## src/rtl/matmul_pkg.sv

```systemverilog
// rtl/matmul_pkg.sv - shared state encoding and sizing for the matmul output framer
package matmul_pkg;

  typedef enum logic [1:0] {
    ST_IDLE = 2'd0,
    ST_DATA = 2'd1,
    ST_SUM  = 2'd2
  } frame_state_t;

  localparam int MATMUL_FRAME_LEN = 16;
  localparam int MATMUL_DATA_W    = 32;

endpackage

```

## src/rtl/matmul_out_framer_if.sv

```systemverilog
// rtl/matmul_out_framer_if.sv - result-in / framed-out stream bundle for the matmul output framer
interface matmul_out_framer_if #(
  parameter int pDATA_WIDTH = 32
);
  logic                   s_tvalid;
  logic [pDATA_WIDTH-1:0] s_tdata;
  logic                   s_tready;
  logic                   m_tvalid;
  logic [pDATA_WIDTH-1:0] m_tdata;
  logic                   m_tlast;
  logic                   m_tready;

  // slave: the framer itself; master: the multiplier/DMA side driving it
  modport slave (
    input  s_tvalid, s_tdata, m_tready,
    output s_tready, m_tvalid, m_tdata, m_tlast
  );

  modport master (
    output s_tvalid, s_tdata, m_tready,
    input  s_tready, m_tvalid, m_tdata, m_tlast
  );
endinterface

```

## src/rtl/stream_fifo.sv

```systemverilog
// rtl/stream_fifo.sv - first-word-fall-through FIFO with flush; pointers carry an extra wrap bit
module stream_fifo #(
  parameter int pWIDTH = 32,
  parameter int pDEPTH = 4,
  localparam int AW    = $clog2(pDEPTH)
) (
  input  logic              clk,
  input  logic              rst_n,
  input  logic              flush,
  input  logic              push,
  input  logic              pop,
  input  logic [pWIDTH-1:0] wdata,
  output logic [pWIDTH-1:0] rdata,
  output logic              full,
  output logic              empty,
  output logic [AW:0]       count
);

  logic [pWIDTH-1:0] mem [pDEPTH];
  logic [AW:0]       wr_ptr;
  logic [AW:0]       rd_ptr;
  logic              do_push;
  logic              do_pop;

  assign do_push = push && !full && !flush;
  assign do_pop  = pop && !empty && !flush;

  assign empty = (wr_ptr == rd_ptr);
  assign full  = (wr_ptr[AW] != rd_ptr[AW]) && (wr_ptr[AW-1:0] == rd_ptr[AW-1:0]);
  assign count = wr_ptr - rd_ptr;
  assign rdata = mem[rd_ptr[AW-1:0]];

  always_ff @(posedge clk or negedge rst_n) begin
    if (!rst_n) begin
      wr_ptr <= '0;
      rd_ptr <= '0;
    end else if (flush) begin
      wr_ptr <= '0;
      rd_ptr <= '0;
    end else begin
      if (do_push) wr_ptr <= wr_ptr + (AW+1)'(1);
      if (do_pop)  rd_ptr <= rd_ptr + (AW+1)'(1);
    end
  end

  // storage needs no reset; the framer never exposes an unwritten slot
  always_ff @(posedge clk) begin
    if (do_push) mem[wr_ptr[AW-1:0]] <= wdata;
  end

endmodule

```

## src/rtl/matmul_out_framer.sv

```systemverilog
// rtl/matmul_out_framer.sv - frames the 16-word result stream with tlast; MATMUL_OUT_CHECKSUM_EN appends an XOR checksum beat
module matmul_out_framer
  import matmul_pkg::*;
#(
  parameter int pDATA_WIDTH = MATMUL_DATA_W,
  parameter int pFRAME_LEN  = MATMUL_FRAME_LEN,
  parameter int pFIFO_DEPTH = 4
) (
  input  logic                clk,
  input  logic                rst_n,
  input  logic                clear,
  matmul_out_framer_if.slave  sif,
  output logic                frame_done,
  output logic [15:0]         frame_cnt,
  output logic                busy
);

  localparam int IW = $clog2(pFRAME_LEN) + 1;
  localparam int CW = $clog2(pFIFO_DEPTH) + 1;

  frame_state_t           state_q;
  logic [IW-1:0]          idx_q;
  logic [15:0]            frame_cnt_q;
  logic                   rdy_q;
  logic                   fifo_full;
  logic                   fifo_empty;
  logic [pDATA_WIDTH-1:0] fifo_head;
  logic [CW-1:0]          fifo_count;
  logic [CW-1:0]          occ_next;
  logic                   push;
  logic                   pop;
  logic                   beat;
  logic                   in_data;
  logic                   last_idx;
  logic                   frame_end;
  logic                   next_active;
`ifdef MATMUL_OUT_CHECKSUM_EN
  logic [pDATA_WIDTH-1:0] csum_q;
`endif

  // rdy_q keeps s_tready low while reset is held and releases it one edge later
  assign sif.s_tready = rdy_q && !fifo_full && !clear;
  assign push         = sif.s_tvalid && sif.s_tready;
  assign in_data      = (state_q != ST_SUM);
  assign last_idx     = (idx_q == IW'(pFRAME_LEN - 1));
  assign beat         = sif.m_tvalid && sif.m_tready && !clear;
  assign pop          = beat && in_data;

`ifdef MATMUL_OUT_CHECKSUM_EN
  assign sif.m_tvalid = in_data ? !fifo_empty : 1'b1;
  assign sif.m_tdata  = !in_data ? csum_q : (fifo_empty ? '0 : fifo_head);
  assign sif.m_tlast  = !in_data;
  assign frame_end    = beat && !in_data;
`else
  assign sif.m_tvalid = !fifo_empty;
  assign sif.m_tdata  = fifo_empty ? '0 : fifo_head;
  assign sif.m_tlast  = !fifo_empty && last_idx;
  assign frame_end    = beat && last_idx;
`endif

  // IDLE with a waiting word leaves on its own; otherwise only a frame end returns to IDLE
  assign next_active = (state_q == ST_IDLE && !beat) ? !fifo_empty : !frame_end;
  assign occ_next    = fifo_count + CW'(push) - CW'(pop);
  assign frame_cnt   = frame_cnt_q;

  stream_fifo #(
    .pWIDTH (pDATA_WIDTH),
    .pDEPTH (pFIFO_DEPTH)
  ) u_fifo (
    .clk   (clk),
    .rst_n (rst_n),
    .flush (clear),
    .push  (push),
    .pop   (pop),
    .wdata (sif.s_tdata),
    .rdata (fifo_head),
    .full  (fifo_full),
    .empty (fifo_empty),
    .count (fifo_count)
  );

  always_ff @(posedge clk or negedge rst_n) begin
    if (!rst_n) begin
      rdy_q       <= 1'b0;
      state_q     <= ST_IDLE;
      idx_q       <= '0;
      frame_done  <= 1'b0;
      frame_cnt_q <= '0;
      busy        <= 1'b0;
`ifdef MATMUL_OUT_CHECKSUM_EN
      csum_q      <= '0;
`endif
    end else begin
      rdy_q <= 1'b1;
      if (clear) begin
        state_q    <= ST_IDLE;
        idx_q      <= '0;
        frame_done <= 1'b0;
        busy       <= 1'b0;
`ifdef MATMUL_OUT_CHECKSUM_EN
        csum_q     <= '0;
`endif
      end else begin
        frame_done <= frame_end;
        busy       <= next_active || (occ_next != '0);
        if (frame_end) frame_cnt_q <= frame_cnt_q + 16'd1;
        case (state_q)
          ST_IDLE, ST_DATA: begin
            if (beat) begin
`ifdef MATMUL_OUT_CHECKSUM_EN
              csum_q <= csum_q ^ fifo_head;
`endif
              if (last_idx) begin
                idx_q <= '0;
`ifdef MATMUL_OUT_CHECKSUM_EN
                state_q <= ST_SUM;
`else
                state_q <= ST_IDLE;
`endif
              end else begin
                idx_q   <= idx_q + IW'(1);
                state_q <= ST_DATA;
              end
            end else if (!fifo_empty) begin
              state_q <= ST_DATA;
            end
          end
          ST_SUM: begin
            if (beat) begin
              state_q <= ST_IDLE;
`ifdef MATMUL_OUT_CHECKSUM_EN
              csum_q  <= '0;
`endif
            end
          end
          default: state_q <= ST_IDLE;
        endcase
      end
    end
  end

endmodule
```

## src/flat_wrapper.sv

```systemverilog
// flat-port wrapper written by rule: the top's interface ports become plain ports
module matmul_out_framer_flat import matmul_pkg::*;
#(
  parameter int pDATA_WIDTH = MATMUL_DATA_W,
  parameter int pFRAME_LEN  = MATMUL_FRAME_LEN,
  parameter int pFIFO_DEPTH = 4
)
  (clk, rst_n, clear, frame_done, frame_cnt, busy, sif_s_tvalid, sif_s_tdata, sif_m_tready, sif_s_tready, sif_m_tvalid, sif_m_tdata, sif_m_tlast);
  matmul_out_framer_if #(.pDATA_WIDTH(pDATA_WIDTH)) sif_i ();
  input  logic clk;
  input  logic rst_n;
  input  logic clear;
  output logic frame_done;
  output logic [15:0] frame_cnt;
  output logic busy;
  input wire logic [$bits(sif_i.s_tvalid)-1:0] sif_s_tvalid;
  input wire logic [$bits(sif_i.s_tdata)-1:0] sif_s_tdata;
  input wire logic [$bits(sif_i.m_tready)-1:0] sif_m_tready;
  output wire logic [$bits(sif_i.s_tready)-1:0] sif_s_tready;
  output wire logic [$bits(sif_i.m_tvalid)-1:0] sif_m_tvalid;
  output wire logic [$bits(sif_i.m_tdata)-1:0] sif_m_tdata;
  output wire logic [$bits(sif_i.m_tlast)-1:0] sif_m_tlast;
  assign sif_i.s_tvalid = sif_s_tvalid;
  assign sif_i.s_tdata = sif_s_tdata;
  assign sif_i.m_tready = sif_m_tready;
  assign sif_s_tready = sif_i.s_tready;
  assign sif_m_tvalid = sif_i.m_tvalid;
  assign sif_m_tdata = sif_i.m_tdata;
  assign sif_m_tlast = sif_i.m_tlast;
  matmul_out_framer #(.pDATA_WIDTH(pDATA_WIDTH), .pFRAME_LEN(pFRAME_LEN), .pFIFO_DEPTH(pFIFO_DEPTH)) u_core (.clk(clk), .rst_n(rst_n), .clear(clear), .sif(sif_i), .frame_done(frame_done), .frame_cnt(frame_cnt), .busy(busy));
endmodule
```

## config.mk

```make
export PLATFORM = sky130hd
export DESIGN_NAME = matmul_out_framer_flat
export DESIGN_NICKNAME = d
export VERILOG_FILES = /design/src/rtl/matmul_pkg.sv /design/src/rtl/matmul_out_framer_if.sv /design/src/rtl/stream_fifo.sv /design/src/rtl/matmul_out_framer.sv /design/src/flat_wrapper.sv
export SDC_FILE = /design/constraint.sdc
export NUM_CORES = 1
export LEC_CHECK = 0
export ABC_AREA = 1
export CAP_MARGIN = 10
export CORE_UTILIZATION = 55
export DETAILED_ROUTE_END_ITERATION = 8
export PLACE_DENSITY = 0.8
export SKIP_CTS_REPAIR_TIMING = 1
export SLEW_MARGIN = 0
export SYNTH_ARGS = -nofsm -noshare
export SYNTH_HDL_FRONTEND = slang
export SYNTH_HIERARCHICAL = 1
export SYNTH_SLANG_ARGS = --single-unit
```

## constraint.sdc

```tcl
create_clock -name clk -period 4.2 [get_ports clk]
set_clock_uncertainty 0.05 [all_clocks]
set_input_delay 0.42 -clock clk [delete_from_list [all_inputs] [get_ports clk]]
set_output_delay 0.42 -clock clk [all_outputs]
set_load 0.005 [all_outputs]
```

; ---- Word level (Yosys, flattened, before mapping)
; Memory sizes are Yosys's and may differ from the RTL's.
; Cells that the tools add are included.
[classes]
n_addsub = 7
multipliers = 0
div = 0
n_lt_le_gt_ge = 0
eq_ne = 9
shift = 0
n_mux = 20
bitwise = 1
reduce_logical = 30
[ops]
columns = cell, count
row1 = $mux W32, 1
row2 = $mux W5, 4
row3 = $add A16 B1 Y16 const B, 1
row4 = $logic_and A1 B1 Y1, 14
row5 = $mux W3, 4
row6 = $mux W2, 4
row7 = $reduce_bool A2 Y1, 4
row8 = $add A3 B1 Y3 const B, 2
row9 = $mux W1, 6
row10 = $reduce_and A2 Y1, 3
row11 = $add A5 B1 Y5 const B, 1
row12 = $eq A5 B4 Y1 const B, 1
row13 = $logic_not A1 Y1, 5
row14 = $ne A4 B4 Y1 const B, 1
row15 = $pmux W2 S2, 1
row16 = $add A3 B1 Y3, 1
row17 = $eq A3 B3 Y1, 1
row18 = $ne A3 B2 Y1 const B, 1
row19 = $reduce_bool A3 Y1, 1
row20 = $sub A3 B1 Y3, 1
row21 = $sub A3 B3 Y3, 1
row22 = $eq A2 B1 Y1 const B, 1
row23 = $eq A2 B2 Y1, 1
row24 = $eq A2 B2 Y1 const B, 1
row25 = 6 further kinds, 6
[totals]
regBits = 32
latch_bits = 0
ramBits = 128
mem_bits_ro = 0
inputBits = 37
output_inout_bits = 53
wordCells = 76
mem_count = 1
[mem_list]
columns = name, words, width, rd, rd_clocked_by_memory_dff, write_ports, line
row1 = u_core.u_fifo.mem, 4, 32, 1, 0, 1, stream_fifo.sv:19  ; logic [pWIDTH-1:0] mem [pDEPTH];

; ---- Logic depth before layout (Yosys ltp)
[logic_depth]
depth_word = 11
ltp_mapped = 21
depth_no_buf = 19

; ---- Modules after synthesis
; The synthesis kept the hierarchy.
[modules_own_cells]
columns = module, n_inst, cells_each, area_per_inst_um2, seq_area_each_um2
row1 = stream_fifo, 1, 380, 5243.8, 3993.8
row2 = matmul_out_framer, 1, 233, 1701.6, 625.6

; ---- Worst setup path before layout
; OpenSTA, ideal clock, no wires.
[synth_timing]
kind = flip-flop to flip-flop
from = register u_core.u_fifo.rd_ptr[1]
to = memory u_core.u_fifo.mem[0][0], enable pin
t_arrival_ns = 3.231
setup_slack_ns = 0.497
path_stages_with_launch = 13
path_buffers = 1
cell_sequence = dfrtp_1 inv_2 buf_2 ha_1 nand2_1 inv_1 nand3_1 inv_1 nor3b_1 nand2_1 inv_1 nand3_1 nor2_1
[synth_between]
elab_chain_len = 10
[synth_lines]
columns = element, line
row1 = "start, declared", stream_fifo.sv:21  ; logic [AW:0] rd_ptr;
row2 = "start signal, assigned", stream_fifo.sv:42  ; if (do_pop) rd_ptr <= rd_ptr + (AW+1)'(1);
row3 = $eq A2 B2 Y1, stream_fifo.sv:29  ; assign full = (wr_ptr[AW] != rd_ptr[AW]) && (wr_ptr[AW-1:0] == rd_ptr[AW-1:0]);
row4 = $logic_and A1 B1 Y1, stream_fifo.sv:29
row5 = named net u_core.fifo_full, matmul_out_framer.sv:25  ; logic fifo_full;
row6 = $logic_not A1 Y1, matmul_out_framer.sv:42  ; assign sif.s_tready = rdy_q && !fifo_full && !clear;
row7 = $logic_and A1 B1 Y1 (2 in a row), matmul_out_framer.sv:42
row8 = named net sif_s_tready, flat_wrapper.sv:19  ; output wire logic [$bits(sif_i.s_tready)-1:0] sif_s_tready;
row9 = $logic_and A1 B1 Y1, matmul_out_framer.sv:43  ; assign push = sif.s_tvalid && sif.s_tready;
row10 = named net u_core.push, matmul_out_framer.sv:30  ; logic push;
row11 = $logic_and A1 B1 Y1 (2 in a row), stream_fifo.sv:25  ; assign do_push = push && !full && !flush;
row12 = $mux W1, stream_fifo.sv:48  ; if (do_push) mem[wr_ptr[AW-1:0]] <= wdata;
row13 = $mux W1 (not written as such), stream_fifo.sv:48
row14 = "end, declared", stream_fifo.sv:19
; The timed path passes the listed nets, and every way through them passes these cells.

; ---- Worst setup path after layout
[layout_timing]
from = register u_core.u_fifo.rd_ptr[0]
to = output port sif_m_tdata[19]
[layout_between]
elab_chain_len = 2
[layout_lines]
columns = element, line
row1 = $mem_v2 Z4 W32, --
row2 = named net u_core.fifo_head[19], matmul_out_framer.sv:27  ; logic [pDATA_WIDTH-1:0] fifo_head;
row3 = $mux W32, matmul_out_framer.sv:56  ; assign sif.m_tdata = fifo_empty ? '0 : fifo_head;
row4 = "end, declared", flat_wrapper.sv:21  ; output wire logic [$bits(sif_i.m_tdata)-1:0] sif_m_tdata;
; The timed path passes the listed nets, and every way through them passes these cells.

==> summary.md <==
| Metric | Value |
|---|---|
| Max-slew headroom | `around 28%` |
| Root buffer cell | `clkbuf_16` |
| Min-Delay Path Class | `input port to asynchronous set/reset pin` |
| Maxcap violations | `0` |
| Clock network power share | `45.3%` |
| Drt pass-1 iters | `5` |
| Switch Pwr | `between 700 and 800 uW` |
| Netlist cell types | `33` |
| Synth top cells by count | `128 x edfxtp_1, 119 x nor2_1, 72 x nand2_1` |
| Req. time, crit path | `~3.7 ns` |
| Initial Utilization | `57.11%` |
| Dpl hpwl | `approximately 9200 um` |
| Buffer and inverter count on the worst path | `4` |
| Drt total wl | `roughly 15000 um` |
| # setup viols final | `0` |
| Combinational share of power | `around 4.4%` |
| XOR/XNOR Fraction of Synth Area | `under 10%` |
| Synth top area cells | `edfxtp_1 55%, dfrtp_1 11%, nor2_1 6.4%, nand2_1 3.9%, inv_1 3.4%` |
| Status | `finished, final reports clean` |
| Reg2reg end | `u_core/u_fifo/mem[1][14]` |
| Vias in the first global route | `roughly 5000` |
| Net Sw Frac | `a little over a fifth` |
| IO Pins | `90` |
| Initial antenna violation count | `0` |
| Number of synthesized flops with an enable pin | `~130` |
| Gpl congestion | `roughly 0.9` |
| Final Max Slew Viols | `0` |
| CP cell instances | `buf_4 -> inv_2 -> o21ai_1 -> o22ai_1 -> inv_1 -> nor2_1 -> clkdlybuf4s50_1` |
| Synth Area in Compound Gates | `8.089%` |
| Syn Area/Cell | `roughly 11 um^2` |
| Simple-gate area share of the yosys netlist | `between 10% and 20%` |
| Dominant cell type by area after synthesis | `edfxtp_1` |
| Crit path max-delay cell type | `inv_2` |
| Largest family of logic cells by synthesized area | `simple AND/OR/NAND/NOR gates` |
| Total CTS buffers | `17` |
| Vias per cell | `between 5 and 6` |
| # DRC | `0` |
| Routed Antenna Nets | `0` |
| Hold Vio Cnt, Final | `0` |
| Critical path class | `register to output pin` |
| Reg2reg start | `u_core/u_fifo/wr_ptr[0]` |
| Peak supply drop | `between 0.3 and 0.4 mV` |
| Largest net degree at the start of global routing | `68` |
| Sequential power share | `50.3%` |
| Cell Area, Synth | `slightly below 0.007 mm^2` |
| Reg2Reg Depth | `12` |
| CP peak stage delay | `about 0.88 ns` |
| Worst setup SP type | `register` |
| First-pass GRT wire length | `24300 um` |
| Sink Count | `159` |
| Fillers | `829` |
| Worst reg2reg setup slack | `0.80 ns` |
| Clk_lat worst skew | `between 0.4 and 0.5 ns` |
| Top-area cell type share of the netlist area | `between 50% and 60%` |
| WL/cell | `about 17 um` |
| Drt initial violations | `about 550` |
| Htree depth | `4` |
| Cell with the most instances after synthesis | `edfxtp_1` |
| Final Cycle Share | `between 80% and 90%` |
| Die width | `roughly 110 um` |
| Core ar. | `0.01216 mm^2` |
| Internal power | `2685 uW` |
| ANT cells | `0` |
| Synthesized flop and latch total | `between 150 and 200` |
| Nets | `between 700 and 800` |
| Adder-cell share of the synthesized area | `approximately 2.6%` |
| Min cycle time layout | `between 3 and 4 ns` |
| CTS tree | `yes` |
| Power Dens Cells | `around 400 mW/mm^2` |
| Ys flop type | `edfxtp_1` |
| Crit path max fanout | `67` |
| Clk slew on worst S/H paths | `~0.070 ns` |
| Clock Path Buffers | `2` |
| Die H | `about 110 um` |
| Cells after Synth | `613` |
| Crit path arrival time | `between 3 and 4 ns` |
| Cell row count | `40` |
| CP top delay family | `buffers and inverters` |
| Register area share after synthesis | `between 60 and 70%` |
| Peak Freq | `approximately 280 MHz` |
| Fin Hold WS | `0.3438 ns` |
| Total GRT Usage | `roughly a quarter` |
| Ys async rst share | `roughly a fifth` |
| Post-synthesis mux area share | `0%` |
| Via Count | `4870` |
| Gr ovfl total | `0` |
| Setup_tns | `0 ns` |
| Die area | `0.01308 mm^2` |
| I/O Buffers | `roughly 90` |
| Syn Nets | `about 660` |
| RSZ-0062 raised after global routing | `no` |
| Leakage | `~0.0033 uW` |
| P&R area growth vs syn | `23.49%` |
| Slew @ Worst Pin | `around 1.1 ns` |
| Layout cells sized above 1 | `between 8 and 9%` |
| Worst setup EP type | `output pin` |
| Number of synthesis warnings | `6` |
==> cell usage in the layout (no fill, tap or decap), types with 3 or more instances in the layout <==
cell type        count
o22ai_1             32
nand3b_1             4
nor2_4              10
clkbuf_16           17
inv_1               63
xnor2_1              4
o21ai_0             46
o21ai_1             20
clkinvlp_4           5
dfrtp_1             30
nand3_1             18
edfxtp_1           128
ha_1                11
nor2_1             115
nand4_1              9
buf_4               10
a21oi_1              3
inv_8                5
clkdlybuf4s50_1     89
xor2_1               6
nand2_1             72
==> registers in the layout, summed over array words and instances, names as in the netlist <==
name	count
u_core/state_q	1
u_core/rdy_q	1
u_core/frame_done	1
u_core/frame_cnt	16
u_core/u_fifo/wr_ptr	3
u_core/idx_q	5
u_core/u_fifo/rd_ptr	3
u_core/u_fifo/mem	128
u_core/busy	1
==> kinds of logic (layout without fill, tap and decap cells) <==
family / Yosys count / in the layout
compound gates: 103 / 103
xor+xnor: 11 / 11
fa+ha+maj: 13 / 13
buf+inv: 92 / 197
flops: 159 / 159
other cells: 1 / 1
simple gates: 234 / 234
==> how the worst max path moves through the flow <==
stage	startpoint	end	slack, ns	cells after the start
after global routing	u_core/u_fifo/rd_ptr[0]	sif_m_tdata[12]	0.34	7
after detailed placement	u_core/u_fifo/wr_ptr[0]	u_core/u_fifo/mem[1][16]	0.89	12
final	u_core/u_fifo/rd_ptr[0]	sif_m_tdata[19]	0.57	7
after floorplan	u_core/u_fifo/rd_ptr[1]	u_core/u_fifo/mem[0][0]	0.50	12
after global placement	u_core/u_fifo/wr_ptr[0]	u_core/u_fifo/mem[1][14]	1.02	12
after CTS	u_core/u_fifo/rd_ptr[0]	sif_m_tdata[1]	0.60	7
==> final cells by class <==
type	instances	area [um^2]	area share [%]
inverters	66	255.2	2.976
well taps	168	210.2	2.451
clock buffers	17	425.4	4.960
multi-input cells	362	1922	22.41
flip-flops and latches	159	4621	53.87
repair buffers	99	965.9	11.26
clock inverters	15	177.7	2.071
==> power by group through the flow <==
| stage | combinational [uW] | clock, uW | sequential [uW] |
|---|---|---|---|
| global route | 166 | 1640 | 1730 |
| global placement | 144 | 0 | 1760 |
| CTS | 152 | 1570 | 1730 |
| detailed placement | 150 | 0 | 1760 |
| floorplan | 52.3 | 0 | 1760 |
| finish | 150 | 1550 | 1730 |
==> metal layers <==
layer | track usage (%) | up-vias | wire [um]
met4 | 10.48 | 0 | 190
li1 | - | 2283 | -
met2 | 40.12 | 223 | 7414
met5 | 0 | - | 0
met1 | 32.23 | 2340 | 6266
met3 | 6.300 | 24 | 1123
==> metrics by stage <==
stage,cell area (um^2),power [uW],util (%),std cells,setup WS [ns]
detailed placement,7974,1908,65.57,854,0.8921
global route,8577,3533,70.52,886,0.3430
global placement,7974,1901,65.57,854,1.024
floorplan,6945,1810,-,613,0.4975
finish,8577,3429,70.52,886,0.5706
CTS,8577,3452,70.52,886,0.6001
Power figures use the tool's default switching activity.
